===== config.mk =====
export PLATFORM = sky130hd
export DESIGN_NAME = ascon_perm_sequencer
export DESIGN_NICKNAME = d
export VERILOG_FILES = /design/src/rtl/ascon_pack.sv /design/src/rtl/ascon_round_counter.sv /design/src/rtl/ascon_perm_sequencer.sv
export SDC_FILE = /design/constraint.sdc
export NUM_CORES = 1
export LEC_CHECK = 0
export ABC_CLOCK_PERIOD_IN_PS = 2900
export CAP_MARGIN = 10
export CORE_MARGIN = 3
export CORE_UTILIZATION = 32
export DETAILED_ROUTE_END_ITERATION = 12
export GPL_TIMING_DRIVEN = 0
export PLACE_DENSITY = 0.68
export REMOVE_ABC_BUFFERS = 1
export SETUP_SLACK_MARGIN = 0.15
export SLEW_MARGIN = 15
export SYNTH_ARGS = -nofsm -noshare
export SYNTH_HDL_FRONTEND = slang
export SYNTH_SLANG_ARGS = --single-unit

===== constraint.sdc =====
create_clock -name clock_i -period 2.9 [get_ports clock_i]
set_input_delay 0.435 -clock clock_i [delete_from_list [all_inputs] [get_ports clock_i]]
set_output_delay 0.435 -clock clock_i [all_outputs]
set_load 0.01 [all_outputs]

===== src/rtl/ascon_pack.sv =====
// -----------------------------------------------------------------------------
// ascon_pack
// Shared types and constants for the Ascon-128 permutation control path.
//   type_perm_mode : permutation phase requested by the mode controller
//   type_seq_state : state of the permutation sequencer FSM
//   NB_ROUNDS_A/B  : default round counts for p^a and p^b
//   LAST_ROUND     : round-constant index of the final round (always 11)
// -----------------------------------------------------------------------------
package ascon_pack;

    typedef enum logic [1:0] {
        MODE_INIT,
        MODE_DATA,
        MODE_FINAL,
        MODE_RSVD
    } type_perm_mode;

    typedef enum {
        ST_IDLE,
        ST_ROUND,
        ST_DONE
    } type_seq_state;

    localparam int          NB_ROUNDS_A = 12;
    localparam int          NB_ROUNDS_B = 6;
    localparam logic [3:0]  LAST_ROUND  = 4'hB;

    // Ascon always ends on round constant 11, so an N-round call starts at 12-N.
    function automatic logic [3:0] start_index(input int nb_rounds);
        return 4'(12 - nb_rounds);
    endfunction

endpackage


===== src/rtl/ascon_round_counter.sv =====
// -----------------------------------------------------------------------------
// ascon_round_counter
// 4-bit loadable up-counter producing the round-constant index.
//   clock_i      : clock
//   reset_i      : synchronous active-high reset (count and start index to 0)
//   load_i       : load start_idx_i into the counter and remember it
//   start_idx_i  : first round index of the call
//   enable_i     : increment count by one
//   count_o      : current round index
//   first_o      : count equals the remembered start index
//   last_o       : count equals LAST_ROUND
// -----------------------------------------------------------------------------
module ascon_round_counter
    import ascon_pack::*;
(
    input  logic       clock_i,
    input  logic       reset_i,
    input  logic       load_i,
    input  logic [3:0] start_idx_i,
    input  logic       enable_i,
    output logic [3:0] count_o,
    output logic       first_o,
    output logic       last_o
);

    logic [3:0] count_q;
    logic [3:0] start_q;

    // NOTE: sequential state uses non-blocking assignments so every register
    // samples the pre-edge values, independent of statement order.
    always_ff @(posedge clock_i) begin
        if (reset_i) begin
            count_q <= 4'h0;
            start_q <= 4'h0;
        end else if (load_i) begin
            count_q <= start_idx_i;
            start_q <= start_idx_i;
        end else if (enable_i) begin
            count_q <= count_q + 4'h1;
        end
    end

    assign count_o = count_q;
    assign first_o = (count_q == start_q);
    assign last_o  = (count_q == LAST_ROUND);

endmodule


===== src/rtl/ascon_perm_sequencer.sv =====
// -----------------------------------------------------------------------------
// ascon_perm_sequencer
// Control FSM sequencing one Ascon permutation call (p^a for INIT/FINAL,
// p^b for DATA) on the permutation_inter datapath.
//   clock_i, reset_i   : clock, synchronous active-high reset
//   start_i            : start request, sampled only while ready_o=1
//   mode_i             : 00 INIT, 01 DATA, 10 FINAL, 11 reserved (ignored)
//   last_blk_i         : DATA only, last AD block -> domain-separation bit
//   ready_o            : idle, a start will be accepted
//   round_o            : round-constant index for the datapath
//   data_sel_o         : 0 = external state_i, 1 = state register feedback
//   en_reg_state_o     : state register write enable
//   en_xor_data_o      : XOR data block into x0 at first-round input
//   en_xor_key_o       : XOR key into x1..x2 at first-round input
//   en_xor_key_end_o   : XOR key into x3..x4 at last-round output
//   en_xor_lsb_o       : XOR 1 into LSB of x4 at last-round output
//   done_o             : one-cycle pulse, result valid in state register
// All outputs are decoded from registered state only (Moore).
// -----------------------------------------------------------------------------
module ascon_perm_sequencer
    import ascon_pack::*;
#(
    parameter int ROUNDS_A = NB_ROUNDS_A,
    parameter int ROUNDS_B = NB_ROUNDS_B
) (
    input  logic       clock_i,
    input  logic       reset_i,
    input  logic       start_i,
    input  logic [1:0] mode_i,
    input  logic       last_blk_i,
    output logic       ready_o,
    output logic [3:0] round_o,
    output logic       data_sel_o,
    output logic       en_reg_state_o,
    output logic       en_xor_data_o,
    output logic       en_xor_key_o,
    output logic       en_xor_key_end_o,
    output logic       en_xor_lsb_o,
    output logic       done_o
);

    // A round count outside 1..12 would push the 4-bit counter past 4'hB.
    if (ROUNDS_A < 1 || ROUNDS_A > 12) begin : g_bad_rounds_a
        $error("ascon_perm_sequencer: ROUNDS_A must be in 1..12");
    end
    if (ROUNDS_B < 1 || ROUNDS_B > 12) begin : g_bad_rounds_b
        $error("ascon_perm_sequencer: ROUNDS_B must be in 1..12");
    end

    localparam logic [3:0] START_A = start_index(ROUNDS_A);
    localparam logic [3:0] START_B = start_index(ROUNDS_B);

    type_seq_state state_q, state_d;
    type_perm_mode mode_q;
    type_perm_mode mode_in;
    logic          last_blk_q;

    logic          accept;
    logic [3:0]    start_idx;
    logic          cnt_enable;
    logic [3:0]    count;
    logic          cnt_first;
    logic          cnt_last;

    assign mode_in   = type_perm_mode'(mode_i);
    assign accept    = (state_q == ST_IDLE) && start_i && (mode_in != MODE_RSVD);
    assign start_idx = (mode_in == MODE_DATA) ? START_B : START_A;
    // Hold at LAST_ROUND once reached so the counter never wraps past 4'hB.
    assign cnt_enable = (state_q == ST_ROUND) && !cnt_last;

    ascon_round_counter u_round_counter (
        .clock_i     (clock_i),
        .reset_i     (reset_i),
        .load_i      (accept),
        .start_idx_i (start_idx),
        .enable_i    (cnt_enable),
        .count_o     (count),
        .first_o     (cnt_first),
        .last_o      (cnt_last)
    );

    always_ff @(posedge clock_i) begin
        if (reset_i) begin
            state_q    <= ST_IDLE;
            mode_q     <= MODE_INIT;
            last_blk_q <= 1'b0;
        end else begin
            state_q <= state_d;
            if (accept) begin
                mode_q     <= mode_in;
                last_blk_q <= last_blk_i;
            end
        end
    end

    // NOTE: every signal driven here gets a default first; a path that left
    // one unassigned would infer a latch.
    always_comb begin
        state_d          = state_q;
        ready_o          = 1'b0;
        round_o          = 4'h0;
        data_sel_o       = 1'b0;
        en_reg_state_o   = 1'b0;
        en_xor_data_o    = 1'b0;
        en_xor_key_o     = 1'b0;
        en_xor_key_end_o = 1'b0;
        en_xor_lsb_o     = 1'b0;
        done_o           = 1'b0;

        case (state_q)
            ST_IDLE: begin
                ready_o = 1'b1;
                if (accept) begin
                    state_d = ST_ROUND;
                end
            end

            ST_ROUND: begin
                en_reg_state_o = 1'b1;
                round_o        = count;
                // Only the first INIT round loads the external state.
                data_sel_o     = !(cnt_first && (mode_q == MODE_INIT));
                en_xor_data_o  = cnt_first && (mode_q != MODE_INIT);
                en_xor_key_o   = cnt_first && (mode_q == MODE_FINAL);
                en_xor_key_end_o = cnt_last && (mode_q != MODE_DATA);
                en_xor_lsb_o   = cnt_last && (mode_q == MODE_DATA) && last_blk_q;
                if (cnt_last) begin
                    state_d = ST_DONE;
                end
            end

            ST_DONE: begin
                done_o  = 1'b1;
                state_d = ST_IDLE;
            end

            default: begin
                state_d = ST_IDLE;
            end
        endcase
    end

endmodule


# == Word level (Yosys, flattened, before mapping) ==
# Index checks and enable logic that the tools add are counted.
# word_totals
regBits,43
latchBits,0
mem_bits_rw,0
romBits,0
inputBits,6
out_inout_bits,12
word_cells,50
memories,0
# op_classes
n_addsub,1
mul,0
div,0
n_lt_le_gt_ge,0
n_eq_ne,12
n_shift,0
mux,15
bitwise,0
reduce_logical,17
# op_table
operator,count
$eq A32 B2 Y1 const B,2
$logic_not A32 Y1,2
$mux W32,2
$pmux W32 S2,1
$eq A32 B1 Y1 const B,1
$mux W4,3
$logic_and A1 B1 Y1,9
$mux W1,8
$ne A2 B2 Y1 const B,3
$add A4 B1 Y4 const B,1
$eq A2 B1 Y1 const B,2
$eq A4 B4 Y1,1
$eq A4 B4 Y1 const B,1
$reduce_bool A2 Y1,2
$mux W3,1
$eq A2 B2 Y1 const B,1
$logic_not A1 Y1,2
$logic_not A2 Y1,1
$ne A2 B1 Y1 const B,1
$reduce_and A2 Y1,1

# == Logic depth before layout (Yosys ltp) ==
# depth
ltp_word,5
mapped_depth,4
ltp_nobuf,4

# == Cells and area by module ==
# A second synthesis with hierarchy kept.
# hier_totals
cells_unflattened,82
hier_area_um2,744.5
# modules_own_cells
module,n_inst,cells_per_inst,area_each_um2,seq_area_each_um2
ascon_round_counter,1,43,390.4,160.2
ascon_perm_sequencer,1,39,354.1,100.1

# == Worst setup path before layout ==
# Ideal clock, no wire load.
# synth_path
path_kind,reg-to-output
start,"reg u_round_counter.count_q[0], in the netlist u_round_counter.count_o[0]"
end,out en_xor_key_end_o
arrival_ps,1292
required_time_ps,2465
setup_slack_ps,1173
stages_incl_launch_ff,5
path_buffers,0
path_cell_list,dfxtp_1 ha_1 inv_1 or4_4 nor2_1
# synth_via
elab_chain_cells,3
# synth_rtl
element,line_no,source
from (decl),ascon_round_counter.sv:26,logic [3:0] count_q;
from (signal assigned),ascon_round_counter.sv:36,count_q <= start_idx_i;
from (signal assigned),ascon_round_counter.sv:39,count_q <= count_q + 4'h1;
$eq A4 B4 Y1,ascon_round_counter.sv:45,assign last_o = (count_q == LAST_ROUND);
$logic_and A1 B1 Y1,ascon_perm_sequencer.sv:125,en_xor_key_end_o = cnt_last && (mode_q != MODE_DATA);
$mux W1,ascon_perm_sequencer.sv:110,case (state_q)
to (decl),ascon_perm_sequencer.sv:37,"output logic en_xor_key_end_o,"
# No other way between the ends.

# == Worst setup path in the final report ==
# layout_path
start,"reg u_round_counter.count_q[0], in the netlist u_round_counter.count_o[0]"
end,out en_xor_lsb_o
# layout_via
elab_chain_cells,4
# layout_rtl
element,line_no,source
$eq A4 B4 Y1,ascon_round_counter.sv:45,
$logic_and A1 B1 Y1 (2 in series),ascon_perm_sequencer.sv:126,en_xor_lsb_o = cnt_last && (mode_q == MODE_DATA) && last_blk_q;
$mux W1,ascon_perm_sequencer.sv:110,
to (decl),ascon_perm_sequencer.sv:38,"output logic en_xor_lsb_o,"
# No other way between the ends.

==> results.json <==
{
  "postLayoutCoreUtil_pct": 48.6,
  "ios": 18,
  "num_rows": 14,
  "die_w_um": 47.8,
  "critPathTopFamily": "buffers and inverters",
  "dieArea_um2": 2280,
  "worstSkewPairLatency_ns": 0.25,
  "cp_num_cells": 5,
  "p_leak_uw": 0.000282,
  "cts_resized": 0,
  "root_buffer": "clkbuf_4",
  "final_antenna_net_count": 0,
  "crit_chain": "ha_1, inv_1, or4_4, nor2_1, clkdlybuf4s50_1",
  "antenna_found_initial": 0,
  "timing.critical_path.buf_inv": 2,
  "via_per_inst": 5.28,
  "cp.required_ns": 2.47,
  "period_minus_slack_ns": 2.59,
  "stdcell_count": 107,
  "drv_cap": 0,
  "r2r_start": "u_round_counter.count_o[0]",
  "grt_max_degree": 11,
  "synth.distinct_cells": 29,
  "place.detailed.hpwl_um": 950,
  "endpoint": "en_xor_lsb_o",
  "synth_top_area_cell": "dfxtp_1",
  "cts_setup_buffers": 0,
  "wl_per_cell_um": 11.5,
  "n_fill_cell": 172,
  "cts_buffers": 3,
  "max_slew_margin_pct": 70.2,
  "synth_common_cells": "dfxtp_1 (10), nor2_1 (8), o21ai_0 (8)",
  "placed_cells": 104,
  "dr.pass1.iters": 4,
  "start_kind": "register",
  "grt_pass1_vias": 469,
  "track_usage_pct": 12.1,
  "max-vdd-ir-drop_mv": 0.229,
  "fmax_ghz": 0.385,
  "finish.net_count": 100,
  "worst_slack_ns": 0.306,
  "hold_depth": 2,
  "r2r_cells": 4,
  "ys.flop_type": "dfxtp_1",
  "routed_wirelength_mm": 1.23,
  "slowest_stage": "clkdlybuf4s50_1",
  "tightest_slew_ns": 0.445,
  "rsz0062_at_grt": "no",
  "yosysWarnings": 0,
  "fin_area_um2": 766,
  "crit_path_max_incr_delay_ns": 0.54,
  "cp-startpoint": "u_round_counter.count_o[0]",
  "avgSynthCellArea_um2": 7.75,
  "crit_arrival_ns": 2.16,
  "vias": 565,
  "grt_overflow": 0,
  "syn2layout_area_growth_pct": 37.2,
  "place_congestion": 0.800,
  "numClockSinks": 10,
  "drv_slew": 0,
  "worstHoldPathType": "reg2reg",
  "yosysMostFrequentCell": "dfxtp_1",
  "cts-htree-levels": 1,
  "cts_tree": "yes",
  "place_ws_ns": 0.596,
  "reg2reg_to": "u_round_counter.count_o[2]",
  "ys_ff_latch": 10,
  "n_antenna_cell": 0,
  "die_y_um": 47.8,
  "synth-edff-count": 0,
  "p_per_area_nw_per_um2": 399,
  "grt_pass1_wl_mm": 1.94,
  "fin_tns_setup_ns": 0,
  "setup_viol": 0,
  "seq_area_frac_synth_pct": 35.9,
  "hold_viol": 0,
  "post-route-period-util_pct": 89.5,
  "cp_max_fo": 7,
  "cp-end-kind": "output pin",
  "path_class": "reg2out",
  "async_flop_share_pct": 0,
  "hp-start": "last_blk_q",
  "netlist_area_um2": 558,
  "start_util_pct": 35.4,
  "synth_top_area_share_pct": 35.9,
  "clk_pin_slew_worst_paths_ns": 0.06,
  "post_dp_cell_area_um2": 743,
  "synth.area.top_cells": "dfxtp_1 (36%), o21ai_0 (7.2%), a21oi_1 (6.3%)",
  "synth_cells": 72,
  "drc_errors": 0,
  "coreArea_um2": 1580,
  "outcome": "finished clean",
  "drive_gt1_share_pct": 7.69,
  "clk_path_buf_depth": 2,
  "regToRegSetupSlack_ns": 1.46,
  "drt-initial-drc-count": 9,
  "hold_buffers": 0,
  "clock_skew_ns": 0.00283,
  "port_buffers": 17
}
metrics by stage:
step / hold WS [ns] / power, µW
finish: 0.486 / 306
global route: 0.537 / 326
CTS: 0.484 / 311
detailed placement: 0.473 / 219
global placement: 0.467 / 218
floorplan: 0.448 / 190
cell usage in the layout (no fill, tap or decap), drive strengths merged:
cell	instances
clkdlybuf4s50	17
dfxtp	10
o21ai	10
nor2	8
a21oi	7
nand2	4
nand3	4
inv	4
and2	3
clkbuf	3
and3b	2
nor3b	2
a31oi	2
or4	2
nand2b	1
and2b	1
nor2b	1
and3	1
nor3	1
o211ai	1
o31a	1
or3	1
or3b	1
a31o	1
nand4	1
nand3b	1
ha	1
report_power, final:
part           total (µW)  switching [µW]  internal (µW)
clock network        90.2            42.5           47.7
registers             156            10.8            145
logic                59.5            28.8           30.6
total                 306            82.2            224
per-layer routing:
metal / up-vias / track usage, % / wire length, µm
met3: 2 / 3.38 / 62
met1: 248 / 16.0 / 638
met5: - / 0 / 0
met2: 15 / 17.7 / 521
met4: 0 / 6.45 / 10
li1: 300 / - / -
cell families after synthesis:
| kind of cell | after synthesis | synth area share, % |
|---|---|---|
| adders and majority gates | 1 | 2.24 |
| DFF | 10 | 35.9 |
| AOI/OAI and AO/OA | 22 | 22.0 |
| buffers and inverters | 5 | 3.59 |
| and+or+nand+nor | 34 | 36.3 |
how the worst min path moves through the flow:
stage	to
6_report	last_blk_q
3_5_place_dp	last_blk_q
3_3_place_gp	last_blk_q
5_1_grt	mode_q[0]
4_1_cts	last_blk_q
2_1_floorplan	last_blk_q
worst reg2reg max path: stages (launching register included):
cell and delay (ns):
dfxtp_1 0.43, ha_1 0.24, inv_1 0.08, or4_1 0.46, a31oi_1 0.16
registers in the layout, indices dropped and copies added (netlist names):
| name | flops |
|---|---|
| mode_q | 2 |
| state_q | 2 |
| u_round_counter.start_q | 1 |
| u_round_counter.count_o | 4 |
| last_blk_q | 1 |
layout make-up:
| class | count | area [µm²] | share of cell area (%) |
|---|---|---|---|
| multi-input combinational | 57 | 338 | 44.1 |
| sequential | 10 | 200 | 26.1 |
| inverter | 4 | 15.0 | 1.96 |
| timing repair buffer | 17 | 170 | 22.2 |
| clock buffer | 3 | 22.5 | 2.94 |
| tap | 16 | 20.0 | 2.61 |
(Power assumes the default switching activity.)
